[config.mk]
export PLATFORM = sky130hd
export DESIGN_NAME = systolic_output_collector
export DESIGN_NICKNAME = d
export VERILOG_FILES = /design/src/rtl/systolic_pkg.sv /design/src/rtl/sync_fifo.sv /design/src/rtl/systolic_output_collector.sv
export SDC_FILE = /design/constraint.sdc
export NUM_CORES = 1
export LEC_CHECK = 0
export ABC_AREA = 1
export BUFFER_PORTS_ARGS = -buffer_cell sky130_fd_sc_hd__buf_2
export CORE_MARGIN = 2
export CORE_UTILIZATION = 40
export DETAILED_ROUTE_END_ITERATION = 7
export GPL_ROUTABILITY_DRIVEN = 1
export MAX_ROUTING_LAYER = met4
export PLACE_DENSITY_LB_ADDON = 0.05
export RECOVER_POWER = 50
export SLEW_MARGIN = 10
export SYNTH_ARGS = -nofsm -noshare
export SYNTH_HDL_FRONTEND = slang
export SYNTH_HIERARCHICAL = 1
export SYNTH_SLANG_ARGS = --single-unit
[constraint.sdc]
create_clock -name clk -period 5.2 [get_ports clk]
set_input_delay 0.26 -clock clk [delete_from_list [all_inputs] [get_ports clk]]
set_output_delay 0.26 -clock clk [all_outputs]
set_load 0.1 [all_outputs]
[src/rtl/systolic_pkg.sv]
// Shared defaults and state encoding for the systolic array output path.
package systolic_pkg;

  localparam int DEFAULT_SYSTOLIC_ARRAY_WIDTH = 4;
  localparam int DEFAULT_DATA_WIDTH           = 16;
  localparam int DEFAULT_FIFO_DEPTH           = 8;

  typedef enum logic [1:0] {
    IDLE    = 2'd0,
    COLLECT = 2'd1,
    DRAIN   = 2'd2,
    DONE    = 2'd3
  } collector_state_t;

endpackage

[src/rtl/sync_fifo.sv]
// First-word-fall-through FIFO; a push into a full FIFO is accepted only when
// a pop in the same cycle frees the slot.
module sync_fifo #(
  parameter int WIDTH = 64,
  parameter int DEPTH = 8
) (
  input  logic             clk,
  input  logic             rst,
  input  logic             push,
  input  logic [WIDTH-1:0] push_data,
  input  logic             pop,
  output logic [WIDTH-1:0] pop_data,
  output logic             full,
  output logic             empty
);

  localparam int AW = $clog2(DEPTH);

  logic [WIDTH-1:0] mem [DEPTH];
  logic [AW:0]      wr_ptr_reg;
  logic [AW:0]      rd_ptr_reg;
  logic             push_ok;
  logic             pop_ok;

  // The extra MSB on each pointer separates full from empty when the indices match.
  assign empty   = (wr_ptr_reg == rd_ptr_reg);
  assign full    = (wr_ptr_reg[AW] != rd_ptr_reg[AW]) &&
                   (wr_ptr_reg[AW-1:0] == rd_ptr_reg[AW-1:0]);
  assign pop_ok  = pop && !empty;
  assign push_ok = push && (!full || pop_ok);

  always_ff @(posedge clk) begin
    if (push_ok) begin
      mem[wr_ptr_reg[AW-1:0]] <= push_data;
    end
  end

  always_ff @(posedge clk or negedge rst) begin
    if (!rst) begin
      wr_ptr_reg <= '0;
      rd_ptr_reg <= '0;
    end else begin
      if (push_ok) begin
        wr_ptr_reg <= wr_ptr_reg + 1'b1;
      end
      if (pop_ok) begin
        rd_ptr_reg <= rd_ptr_reg + 1'b1;
      end
    end
  end

  assign pop_data = empty ? '0 : mem[rd_ptr_reg[AW-1:0]];

endmodule

[src/rtl/systolic_output_collector.sv]
// Deskews the bottom-row psums of the systolic array into aligned rows, buffers
// them and hands them to the unified buffer over a valid/ready handshake.
module systolic_output_collector
  import systolic_pkg::*;
#(
  parameter int SYSTOLIC_ARRAY_WIDTH = DEFAULT_SYSTOLIC_ARRAY_WIDTH,
  parameter int DATA_WIDTH           = DEFAULT_DATA_WIDTH,
  parameter int FIFO_DEPTH           = DEFAULT_FIFO_DEPTH
) (
  input  logic                                       clk,
  input  logic                                       rst,
  input  logic [SYSTOLIC_ARRAY_WIDTH*DATA_WIDTH-1:0] col_data_in,
  input  logic [SYSTOLIC_ARRAY_WIDTH-1:0]            col_valid_in,
  input  logic [15:0]                                cfg_col_size_in,
  input  logic                                       cfg_col_size_valid_in,
  input  logic [15:0]                                cfg_row_count_in,
  input  logic                                       cfg_start,
  output logic [SYSTOLIC_ARRAY_WIDTH*DATA_WIDTH-1:0] out_row_data,
  output logic                                       out_row_valid,
  input  logic                                       out_row_ready,
  output logic                                       out_row_last,
  output logic                                       busy,
  output logic                                       done,
  output logic                                       skew_err,
  output logic                                       overflow_err
);

  localparam int N  = SYSTOLIC_ARRAY_WIDTH;
  localparam int DW = DATA_WIDTH;
  localparam int RW = N * DW;

  logic [N-1:0]     col_mask_reg;
  logic [N-1:0]     col_mask_next;
  logic [N-1:0]     dsk_valid;
  logic [RW-1:0]    dsk_data;
  logic [RW-1:0]    row_data;

  collector_state_t state_reg;
  logic [15:0]      row_target_reg;
  logic [15:0]      rows_in_reg;
  logic [15:0]      rows_out_reg;
  logic             skew_err_reg;
  logic             overflow_err_reg;
  logic             busy_reg;
  logic             done_reg;

  logic             fifo_full;
  logic             fifo_empty;
  logic             fifo_pop;
  logic             row_event;
  logic             row_drop;
  logic             skew_hit;

  // Column size saturates: any size >= N enables every column.
  always_comb begin
    col_mask_next = '0;
    for (int j = 0; j < N; j++) begin
      col_mask_next[j] = (cfg_col_size_in > 16'(j));
    end
  end

  always_ff @(posedge clk or negedge rst) begin
    if (!rst) begin
      col_mask_reg <= '0;
    end else if (cfg_col_size_valid_in) begin
      col_mask_reg <= col_mask_next;
    end
  end

  // Column gi arrives gi cycles late, so it is delayed by the remaining N-1-gi cycles.
  for (genvar gi = 0; gi < N; gi++) begin : g_col
    localparam int DLY = N - 1 - gi;
    if (DLY == 0) begin : g_direct
      assign dsk_valid[gi]           = col_valid_in[gi];
      assign dsk_data[gi*DW +: DW]   = col_data_in[gi*DW +: DW];
    end else begin : g_delay
      logic [DLY-1:0] valid_pipe_reg;
      logic [DW-1:0]  data_pipe_reg [DLY];

      always_ff @(posedge clk or negedge rst) begin
        if (!rst) begin
          valid_pipe_reg <= '0;
          for (int k = 0; k < DLY; k++) begin
            data_pipe_reg[k] <= '0;
          end
        end else begin
          valid_pipe_reg[0] <= col_valid_in[gi];
          data_pipe_reg[0]  <= col_data_in[gi*DW +: DW];
          for (int k = 1; k < DLY; k++) begin
            valid_pipe_reg[k] <= valid_pipe_reg[k-1];
            data_pipe_reg[k]  <= data_pipe_reg[k-1];
          end
        end
      end

      assign dsk_valid[gi]         = valid_pipe_reg[DLY-1];
      assign dsk_data[gi*DW +: DW] = data_pipe_reg[DLY-1];
    end

    assign row_data[gi*DW +: DW] = col_mask_reg[gi] ? dsk_data[gi*DW +: DW] : '0;
  end

  assign row_event = (state_reg == COLLECT) && dsk_valid[0];
  assign fifo_pop  = !fifo_empty && out_row_ready;
  assign row_drop  = row_event && fifo_full && !fifo_pop;
  assign skew_hit  = (state_reg == COLLECT) &&
                     (dsk_valid[0] ? |(col_mask_reg & ~dsk_valid)
                                   : |(col_mask_reg & dsk_valid));

  sync_fifo #(
    .WIDTH (RW),
    .DEPTH (FIFO_DEPTH)
  ) u_row_fifo (
    .clk       (clk),
    .rst       (rst),
    .push      (row_event),
    .push_data (row_data),
    .pop       (fifo_pop),
    .pop_data  (out_row_data),
    .full      (fifo_full),
    .empty     (fifo_empty)
  );

  always_ff @(posedge clk or negedge rst) begin
    if (!rst) begin
      state_reg        <= IDLE;
      row_target_reg   <= '0;
      rows_in_reg      <= '0;
      rows_out_reg     <= '0;
      skew_err_reg     <= 1'b0;
      overflow_err_reg <= 1'b0;
      busy_reg         <= 1'b0;
      done_reg         <= 1'b0;
    end else begin
      done_reg <= 1'b0;
      if (fifo_pop) begin
        rows_out_reg <= rows_out_reg + 16'd1;
      end
      case (state_reg)
        IDLE: begin
          if (cfg_start) begin
            row_target_reg   <= cfg_row_count_in;
            rows_in_reg      <= '0;
            rows_out_reg     <= '0;
            skew_err_reg     <= 1'b0;
            overflow_err_reg <= 1'b0;
            if (cfg_row_count_in == 16'd0) begin
              state_reg <= DONE;
              done_reg  <= 1'b1;
            end else begin
              state_reg <= COLLECT;
              busy_reg  <= 1'b1;
            end
          end
        end
        COLLECT: begin
          if (skew_hit) begin
            skew_err_reg <= 1'b1;
          end
          if (row_drop) begin
            overflow_err_reg <= 1'b1;
          end
          if (row_event) begin
            rows_in_reg <= rows_in_reg + 16'd1;
            if (rows_in_reg + 16'd1 == row_target_reg) begin
              state_reg <= DRAIN;
            end
          end
        end
        DRAIN: begin
          // Dropped rows mean the last row never reaches the output, so finish on empty.
          if ((fifo_pop && out_row_last) || (overflow_err_reg && fifo_empty)) begin
            state_reg <= DONE;
            done_reg  <= 1'b1;
            busy_reg  <= 1'b0;
          end
        end
        DONE: begin
          state_reg <= IDLE;
        end
        default: begin
          state_reg <= IDLE;
        end
      endcase
    end
  end

  assign out_row_valid = !fifo_empty;
  assign out_row_last  = out_row_valid && (rows_out_reg == row_target_reg - 16'd1);
  assign busy          = busy_reg;
  assign done          = done_reg;
  assign skew_err      = skew_err_reg;
  assign overflow_err  = overflow_err_reg;

endmodule

==> impl_metrics.env, run 1 <==
export IMPL_status="finished with violations"
export IMPL_violations="max-capacitance violations, max-slew violations"
export IMPL_grt_pass1_wl_um=108000
export IMPL_ant_nets=0
export IMPL_worstPathRequired_ns=4.94
export IMPL_relSlewSlack_pct=-102
export IMPL_numCtsBuffers=76
export IMPL_setup_violations=0
export IMPL_rsz0062_at_grt="false"
export IMPL_syn2layout_area_growth_pct=17.9
export IMPL_fin_crit_ns=4.29
export IMPL_synth_async_reset_ratio_pct=24.7
export IMPL_die_area_um2=71300
export IMPL_r2r_slack_ns=1.03
export IMPL_syn_avg_cell_area_um2=11.5
export IMPL_cts_root_buf="clkbuf_16"
export IMPL_wl_um=69500
export IMPL_fp_row_count=96
export IMPL_hold_ws_ns=0.0414
export IMPL_num_vias=18200
export IMPL_cts_sinks=680
export IMPL_tightest_slew_ns=3.03
export IMPL_diodes=0
export IMPL_grt_ovfl_total=0
export IMPL_ctsHoldBuffers=74
export IMPL_antenna_found_initial=2
export IMPL_start_kind="flop"
export IMPL_ys_warn_count=6
export IMPL_crit_path_end_kind="primary output"
export IMPL_final_max_slew_viol_count=156
export IMPL_grt_start_max_net_pins=261
export IMPL_layout_drive_gt1_share_pct=13.5
export IMPL_worstSetupPathType="flop to primary output"
export IMPL_hp_class="input port to flop"
export IMPL_clk_latency_ns=0.61
export IMPL_synthFlopType="edfxtp_1"
export IMPL_die_w_um=267
export IMPL_cts_tree="built"
export IMPL_cap_violations=3
export IMPL_place_gp_congestion=0.833
export IMPL_synth_edf_count=512
export IMPL_fin_crit_sh_pct=82.4
export IMPL_largest_reg_flops=512
export IMPL_path_max_fanout=98
export IMPL_clk_pin_slew_worst_paths_ns=0.05
export IMPL_syn_inst=2411
export IMPL_synth_cell_area_um2=27700
export IMPL_yosysUniqueCellTypes=51
export IMPL_ys_seq_area_share_pct=70.8
export IMPL_finalHoldViolCount=0
export IMPL_ys_ff_latch=680
export IMPL_final_nets=2754
export IMPL_dp_hpwl_um=39900
export IMPL_initial_utilization_pct=40.3
export IMPL_grt_util_all_layers_pct=20.5
export IMPL_grt_pass1_vias=18200
export IMPL_io_buffers=174
export IMPL_fill_cells=6258
export IMPL_drc_errors=0
export IMPL_drtIter0Drc=1168
export IMPL_dr_pass1_iters=5
export IMPL_clockBufferDepth=3
export IMPL_yosys_area_top_type="edfxtp_1"
export IMPL_cts_resized=0
export IMPL_syn_num_nets=2524
export IMPL_die_h_um=267
export IMPL_ys_top_cells_by_area="edfxtp_1 (56%), dfrtp_1 (15%), nor2_1 (7.1%)"
export IMPL_core_area_um2=68600
export IMPL_avgViaCountPerCell=5.00
export IMPL_worstPathArrival_ns=4.03
export IMPL_routedWlPerCell_um=19.1
export IMPL_skew_ns=0.0125
export IMPL_max_freq_ghz=0.233
export IMPL_synth_top_cell_area_share_pct=55.6
export IMPL_io_pins=175
export IMPL_cts_max_level=3
export IMPL_cts_setup_buffers=0
## Yosys cell counts, types with 9 or more instances
master    number
nand2_2       10
buf_4         15
edfxtp_1     512
buf_6         15
dfrtp_1      168
nor2_1       520
nand2_1      245
nor2_4         9
o21ai_1      159
inv_1        156
xor2_1        14
a21oi_1       17
nor2_2        12
buf_2         17
o21ai_0      260
nand4_1       15
nand3_1       47
clkbuf_1      71
o22ai_1       79
## worst paths after layout
check                                                        start               endpoint  cells after the start
worst max-delay path                      u_row_fifo/rd_ptr_reg[0]       out_row_data[11]                      7
worst min-delay path                            cfg_col_size_in[5]        col_mask_reg[0]                      4
worst min register to register  g_col[0].g_delay.data_pipe_reg[23]            dsk_data[7]                      0
min in group asynchronous                                      rst     row_target_reg[14]                      2
worst max register to register            u_row_fifo/rd_ptr_reg[0]  u_row_fifo/mem[2][61]                     14
max in group asynchronous                                      rst            dsk_data[1]                      3
## cells in the final DEF (no fill, tap or decap), types with 34 or more instances in the layout
master         count
nor2_1           513
edfxtp_1         512
o21ai_0          260
nand2_1          245
dfrtp_1          165
buf_2            161
o21ai_1          159
inv_1            154
clkbuf_16         81
o22ai_1           79
dlygate4sd3_1     74
nand3_1           47
clkbuf_1          34
## area by class of cell
cell class,count,area (µm²),area share (%)
Tap cell,931,1160,3.57
Inverter,166,628,1.93
Multi-Input combinational cell,1440,6820,20.9
Clock inverter,30,245,0.752
Sequential cell,680,19600,60.1
Timing Repair Buffer,277,1910,5.86
Clock buffer,111,2250,6.90
## through the flow
step	setup TNS (ns)	utilization, %	setup slack (ns)	instances	area, µm²
CTS	0	47.6	0.778	3635	32600
finish	0	47.5	0.915	3635	32600
floorplan	-83.85	-	-0.194	2411	27700
global placement	0	42.9	0.941	3420	29400
detailed placement	0	42.9	0.884	3420	29400
global route	0	47.5	0.607	3635	32600
## per-layer routing
layer / routed length, µm / track usage (%)
met1: 30800 / 26.8
met2: 34100 / 33.4
met3: 3100 / 2.82
met4: 1520 / 6.15
met5: 0 / -
## logic make-up after synthesis
logic type,synth area share (%)
AND/OR/NAND/NOR,13.3
flip-flops,70.8
AO/OA/AOI/OAI,9.92
buffers and inverters,4.77
XOR/XNOR,0.923
adder cells (fa/ha/maj),0.362
## critical path, stage by stage, from the launching register on
cell     delay (ns)
dfrtp_4        0.50
inv_6          0.43
buf_4          0.90
nor2_1         0.08
o21ai_0        0.64
o21ai_0        0.21
nor2_1         0.15
buf_2          0.44
Power of run 1 is not shown: default switching activity piles up to over one toggle a cycle in this logic, so the estimate is an artifact.
==> inputs of run 2 (changes only) <==
ABC_AREA = 0   (was 1)
clock period = 4.45 ns   (was 5.2 ns; I/O delays follow)
==> impl_metrics.env, run 2 <==
export IMPL_syn2layout_area_growth_pct=18.6
export IMPL_synth_edf_count=512
export IMPL_worstSetupPathType="flop to primary output"
export IMPL_clk_pin_slew_worst_paths_ns=0.06
export IMPL_irDropWorstVdd_v=0.000492
export IMPL_clk_latency_ns=0.61
export IMPL_synth_commonest_cells="edfxtp_1 (512), dfrtp_1 (168), mux4_2 (128), nor2_1 (101), nand2_1 (83)"
export IMPL_syn_avg_cell_area_um2=17.9
export IMPL_dp_hpwl_um=33500
export IMPL_die_w_um=263
export IMPL_routedWlPerCell_um=21.8
export IMPL_yosysMostFrequentCell="edfxtp_1"
export IMPL_yosysUniqueCellTypes=75
export IMPL_grt_start_max_net_pins=132
export IMPL_worstPathRequired_ns=4.23
export IMPL_cap_violations=1
export IMPL_grt_ovfl_total=0
export IMPL_fill_cells=5686
export IMPL_path_max_fanout=30
export IMPL_yosys_area_top_type="edfxtp_1"
export IMPL_die_area_um2=69300
export IMPL_setup_violations=0
export IMPL_drtIter0Drc=700
export IMPL_fin_crit_ns=3.77
export IMPL_numCtsBuffers=76
export IMPL_max_freq_ghz=0.265
export IMPL_rsz0062_at_grt="false"
export IMPL_crit_chain="xnor2_1 > and4_4 > buf_4 > inv_1 > nand3_1 > nor4_1 > and3_2 > buf_2"
export IMPL_fp_row_count=95
export IMPL_cts_max_level=3
export IMPL_core_area_um2=66800
export IMPL_finalHoldViolCount=0
export IMPL_syn_num_nets=1615
export IMPL_leakagePower_nw=11.4
export IMPL_synth_async_reset_ratio_pct=24.7
export IMPL_ant_nets=0
export IMPL_layout_common_cells="edfxtp_1 (512), buf_2 (171), dfrtp_1 (165)"
export IMPL_place_gp_congestion=0.779
export IMPL_ys_ff_latch=680
export IMPL_avgViaCountPerCell=5.12
export IMPL_fin_crit_sh_pct=84.7
export IMPL_grt_pass1_wl_um=90700
export IMPL_relSlewSlack_pct=-82.7
export IMPL_final_nets=1886
export IMPL_critPathMaxStageDelay_ns=0.75
export IMPL_skew_ns=0.0169
export IMPL_wl_um=58800
export IMPL_diodes=0
export IMPL_path_buf_inv=3
export IMPL_clockBufferDepth=3
export IMPL_ys_top_cells_by_area="edfxtp_1 (57%), dfrtp_1 (16%), mux4_2 (11%)"
export IMPL_crit_path_end_kind="primary output"
export IMPL_io_pins=175
export IMPL_num_vias=13800
export IMPL_grt_util_all_layers_pct=17.9
export IMPL_r2r_slack_ns=1.25
export IMPL_status="finished with violations"
export IMPL_placed_area_um2=28800
export IMPL_ys_warn_count=6
export IMPL_cts_root_buf="clkbuf_16"
export IMPL_cts_tree="built"
export IMPL_layout_drive_gt1_share_pct=26.0
export IMPL_ys_seq_area_share_pct=72.8
export IMPL_dr_pass1_iters=4
export IMPL_synthFlopType="edfxtp_1"
export IMPL_tightest_slew_ns=2.74
export IMPL_start_kind="flop"
export IMPL_cts_sinks=680
export IMPL_setup_tns_ns=0
export IMPL_syn_inst=1502
export IMPL_violations="max-capacitance violations, max-slew violations"
export IMPL_hp_class="input port to flop"
export IMPL_drc_errors=0
export IMPL_cpMaxStageDelayCell="dfrtp_4"
export IMPL_synth_cell_area_um2=26900
export IMPL_final_max_slew_viol_count=104
export IMPL_antenna_found_initial=3
export IMPL_finish_instance_area_um2=31900
export IMPL_p_per_area_nw_per_um2=740
export IMPL_die_h_um=263
export IMPL_io_buffers=174
export IMPL_final_common_cell="edfxtp_1"
export IMPL_synth_top_cell_area_share_pct=57.2
export IMPL_worstPathArrival_ns=3.55
export IMPL_largest_reg_flops=512
export IMPL_grt_pass1_vias=14800
export IMPL_initial_utilization_pct=40.3
export IMPL_crit_family="simple AND/OR/NAND/NOR gates"
==> run 2: path summary, 6_finish.rpt <==
path                                                         start                                  to  cells after the start
min in group asynchronous                                      rst  g_col[0].g_delay.data_pipe_reg[45]                      2
worst min-delay path                            cfg_col_size_in[2]                     col_mask_reg[3]                      4
worst min register to register  g_col[1].g_delay.valid_pipe_reg[0]  g_col[1].g_delay.valid_pipe_reg[1]                      0
worst max-delay path                      u_row_fifo/rd_ptr_reg[2]                        out_row_last                      8
worst max register to register            u_row_fifo/rd_ptr_reg[2]               u_row_fifo/mem[2][40]                      7
max in group asynchronous                                      rst                   row_target_reg[0]                      3
==> run 2: layout make-up <==
type	instances	area, µm²	share of cell area [%]
multi-input cells	724	6870	21.6
flip-flops and latches	680	19600	61.5
clock buffers	104	2140	6.72
clock inverters	32	235	0.738
repair buffers	277	1900	5.95
inverters	14	52.6	0.165
well taps	873	1090	3.43
==> run 2: worst register-to-register path, cell delays in order (launching register included) <==
cell and delay [ns]:
dfrtp_4 0.68, xnor2_1 0.33, and4_4 0.26, nor2b_1 0.08
buf_4 0.19, o31ai_1 0.87, nor3_4 0.03, buf_4 0.38
==> run 2: metrics by stage <==
step / instances / utilization [%] / setup slack [ns] / total power, mW / hold WS (ns)
CTS: 2704 / 47.7 / 0.587 / 24.0 / 0.00000816
global route: 2704 / 47.7 / 0.449 / 24.7 / 0.0639
global placement: 2494 / 43.1 / 1.28 / 17.9 / 0.330
detailed placement: 2494 / 43.1 / 1.24 / 17.9 / 0.332
finish: 2704 / 47.7 / 0.682 / 23.6 / 0.0533
floorplan: 1502 / - / -0.288 / 16.1 / -0.0731
==> run 2: kinds of logic after synthesis <==
family	after synthesis	share of synthesized area [%]
AOI/OAI and AO/OA	94	2.29
adders and majority gates	9	0.410
xor gates and xnor gates	64	2.16
and+or+nand+nor	357	6.88
DFF	680	72.8
muxes	200	13.4
buffers and inverters	98	2.02
==> run 2: routing by layer <==
| metal | share of wire (%) | GRT usage (%) | vias up | wire (µm) |
|---|---|---|---|---|
| li1 | - | - | 6300 | - |
| met1 | 44 | 23.4 | 7170 | 26000 |
| met2 | 50 | 29.1 | 269 | 29100 |
| met3 | 3.9 | 3.14 | 93 | 2310 |
| met4 | 2.4 | 4.86 | 0 | 1430 |
| met5 | 0 | - | - | 0 |
==> run 2: where the power goes <==
group	internal (mW)	leakage [nW]	total (mW)	switching (mW)
clock	3.49	1.17	5.96	2.47
sequential	7.43	6.64	7.91	0.477
combinational	2.54	3.59	9.73	7.18
==> run 2: timing repair <==
action,CTS,global route
hold buffers,74,0
setup endpoints to repair,0,0
hold endpoints to repair,173,0
resized for setup,0,0
setup buffers,0,0
(Power assumes the default switching activity.)
==> inputs of run 3 (changes only) <==
ABC_AREA = 1   (was 0)
clock period = 3.1 ns   (was 4.45 ns; I/O delays follow)
==> impl_metrics.env, run 3 (synthesis gave the netlist of run 1 again) <==
export IMPL_status="finished with violations"
export IMPL_violations="max-capacitance violations, max-slew violations"
export IMPL_reg2reg_to="rows_out_reg[2]"
export IMPL_cts_tree="built"
export IMPL_num_vias=18400
export IMPL_die_w_um=267
export IMPL_dp_hpwl_um=37200
export IMPL_grt_util_all_layers_pct=20.4
export IMPL_place_gp_congestion=0.829
export IMPL_cap_violations=2
export IMPL_grt_pass1_wl_um=108000
export IMPL_io_buffers=174
export IMPL_reg2reg_from="state_reg[0]"
export IMPL_layout_drive_gt1_share_pct=14.4
export IMPL_hold_depth=5
export IMPL_grt_pass1_vias=18400
export IMPL_crit_path_end_kind="primary output"
export IMPL_layout_common_cells="nor2_1 (513), edfxtp_1 (512), o21ai_0 (260)"
export IMPL_ff2ff_path_depth=6
export IMPL_drtIter0Drc=1117
export IMPL_largest_reg_flops=512
export IMPL_grt_start_max_net_pins=165
export IMPL_clockBufferDepth=3
export IMPL_final_nets=2783
export IMPL_antenna_found_initial=0
export IMPL_final_common_cell="nor2_1"
export IMPL_worstPathArrival_ns=2.79
export IMPL_min_to="skew_err"
export IMPL_ant_nets=0
export IMPL_max_freq_ghz=0.339
export IMPL_routedWlPerCell_um=19.1
export IMPL_clk_pin_slew_worst_paths_ns=0.06
export IMPL_core_area_um2=68600
export IMPL_hold_ws_ns=0.0601
export IMPL_r2r_slack_ns=0.54
export IMPL_fin_crit_sh_pct=95.1
export IMPL_dr_pass1_iters=5
export IMPL_rsz0062_at_grt="true"
export IMPL_syn2layout_area_growth_pct=22.1
export IMPL_path_max_fanout=143
export IMPL_hp_class="input port to flop"
export IMPL_cts_max_level=3
export IMPL_clk_latency_ns=0.61
export IMPL_crit_path_start="u_row_fifo/rd_ptr_reg[0]"
export IMPL_wl_um=69800
export IMPL_fill_cells=6155
export IMPL_numCtsBuffers=75
export IMPL_diodes=0
export IMPL_grt_ovfl_total=0
export IMPL_finalHoldViolCount=0
export IMPL_avgViaCountPerCell=5.02
export IMPL_final_max_slew_viol_count=129
export IMPL_min_from="col_valid_in[3]"
export IMPL_relSlewSlack_pct=-47.9
export IMPL_fin_crit_ns=2.95
export IMPL_die_area_um2=71300
export IMPL_cts_sinks=680
export IMPL_cts_root_buf="clkbuf_16"
export IMPL_skew_ns=0.0224
export IMPL_drc_errors=0
export IMPL_setup_violations=0
export IMPL_initial_utilization_pct=40.3
export IMPL_fp_row_count=96
export IMPL_worstSetupPathType="flop to primary output"
export IMPL_tightest_slew_ns=2.22
export IMPL_die_h_um=267
export IMPL_start_kind="flop"
export IMPL_worstPathRequired_ns=2.94
export IMPL_io_pins=175
run 3: metal layers:
layer,track usage [%],wire length [µm],up-vias
li1,-,-,8817
met1,26.6,31300,9118
met2,33.6,34300,368
met3,2.94,2890,80
met4,5.66,1270,0
met5,-,0,-
run 3: area by class of cell:
class | count | area, µm² | area share (%)
Sequential cell | 680 | 19600 | 58.0
Multi-Input combinational cell | 1440 | 6900 | 20.4
Timing Repair Buffer | 307 | 2980 | 8.81
Clock buffer | 106 | 2160 | 6.39
Tap cell | 931 | 1160 | 3.45
Inverter | 166 | 644 | 1.91
Clock inverter | 34 | 355 | 1.05
run 3: critical path: stages (launching register included):
cell,delay (ns)
dfrtp_4,0.53
inv_6,0.09
buf_12,0.49
o21ai_0,0.16
o22ai_1,0.14
nor2_1,0.07
nor2_1,0.17
buf_2,0.45
run 3: how the worst max path moves through the flow:
stage	slack, ns	cells past startpoint	end
floorplan	0.008	15	u_row_fifo/mem[6][0]
global placement	0.58	8	out_row_data[63]
detailed placement	0.57	8	out_row_data[3]
CTS	0.02	15	out_row_last
global route	-0.03	13	out_row_last
finish	0.15	7	out_row_data[20]
run 3: metrics by stage:
step | instances | setup TNS, ns | worst slack [ns] | utilization [%] | instance area, µm²
2_1_floorplan | 2411 | 0 | 0.00754 | - | 27800
3_3_place_gp | 3427 | 0 | 0.577 | 44.2 | 30300
3_5_place_dp | 3427 | 0 | 0.571 | 44.2 | 30300
4_1_cts | 3663 | 0 | 0.0190 | 49.3 | 33800
5_1_grt | 3664 | -0.0342 | -0.0342 | 49.3 | 33800
6_report | 3664 | 0 | 0.153 | 49.3 | 33800
run 3: repair_timing:
item                                   CTS  global route
pin swaps                                0             2
buffers inserted                         0             1
endpoints found under the hold margin  276             0
hold buffers                            96             0
resized for setup                        2             6
setup endpoints to repair               20            11
Power of run 3 is left out for the same reason.
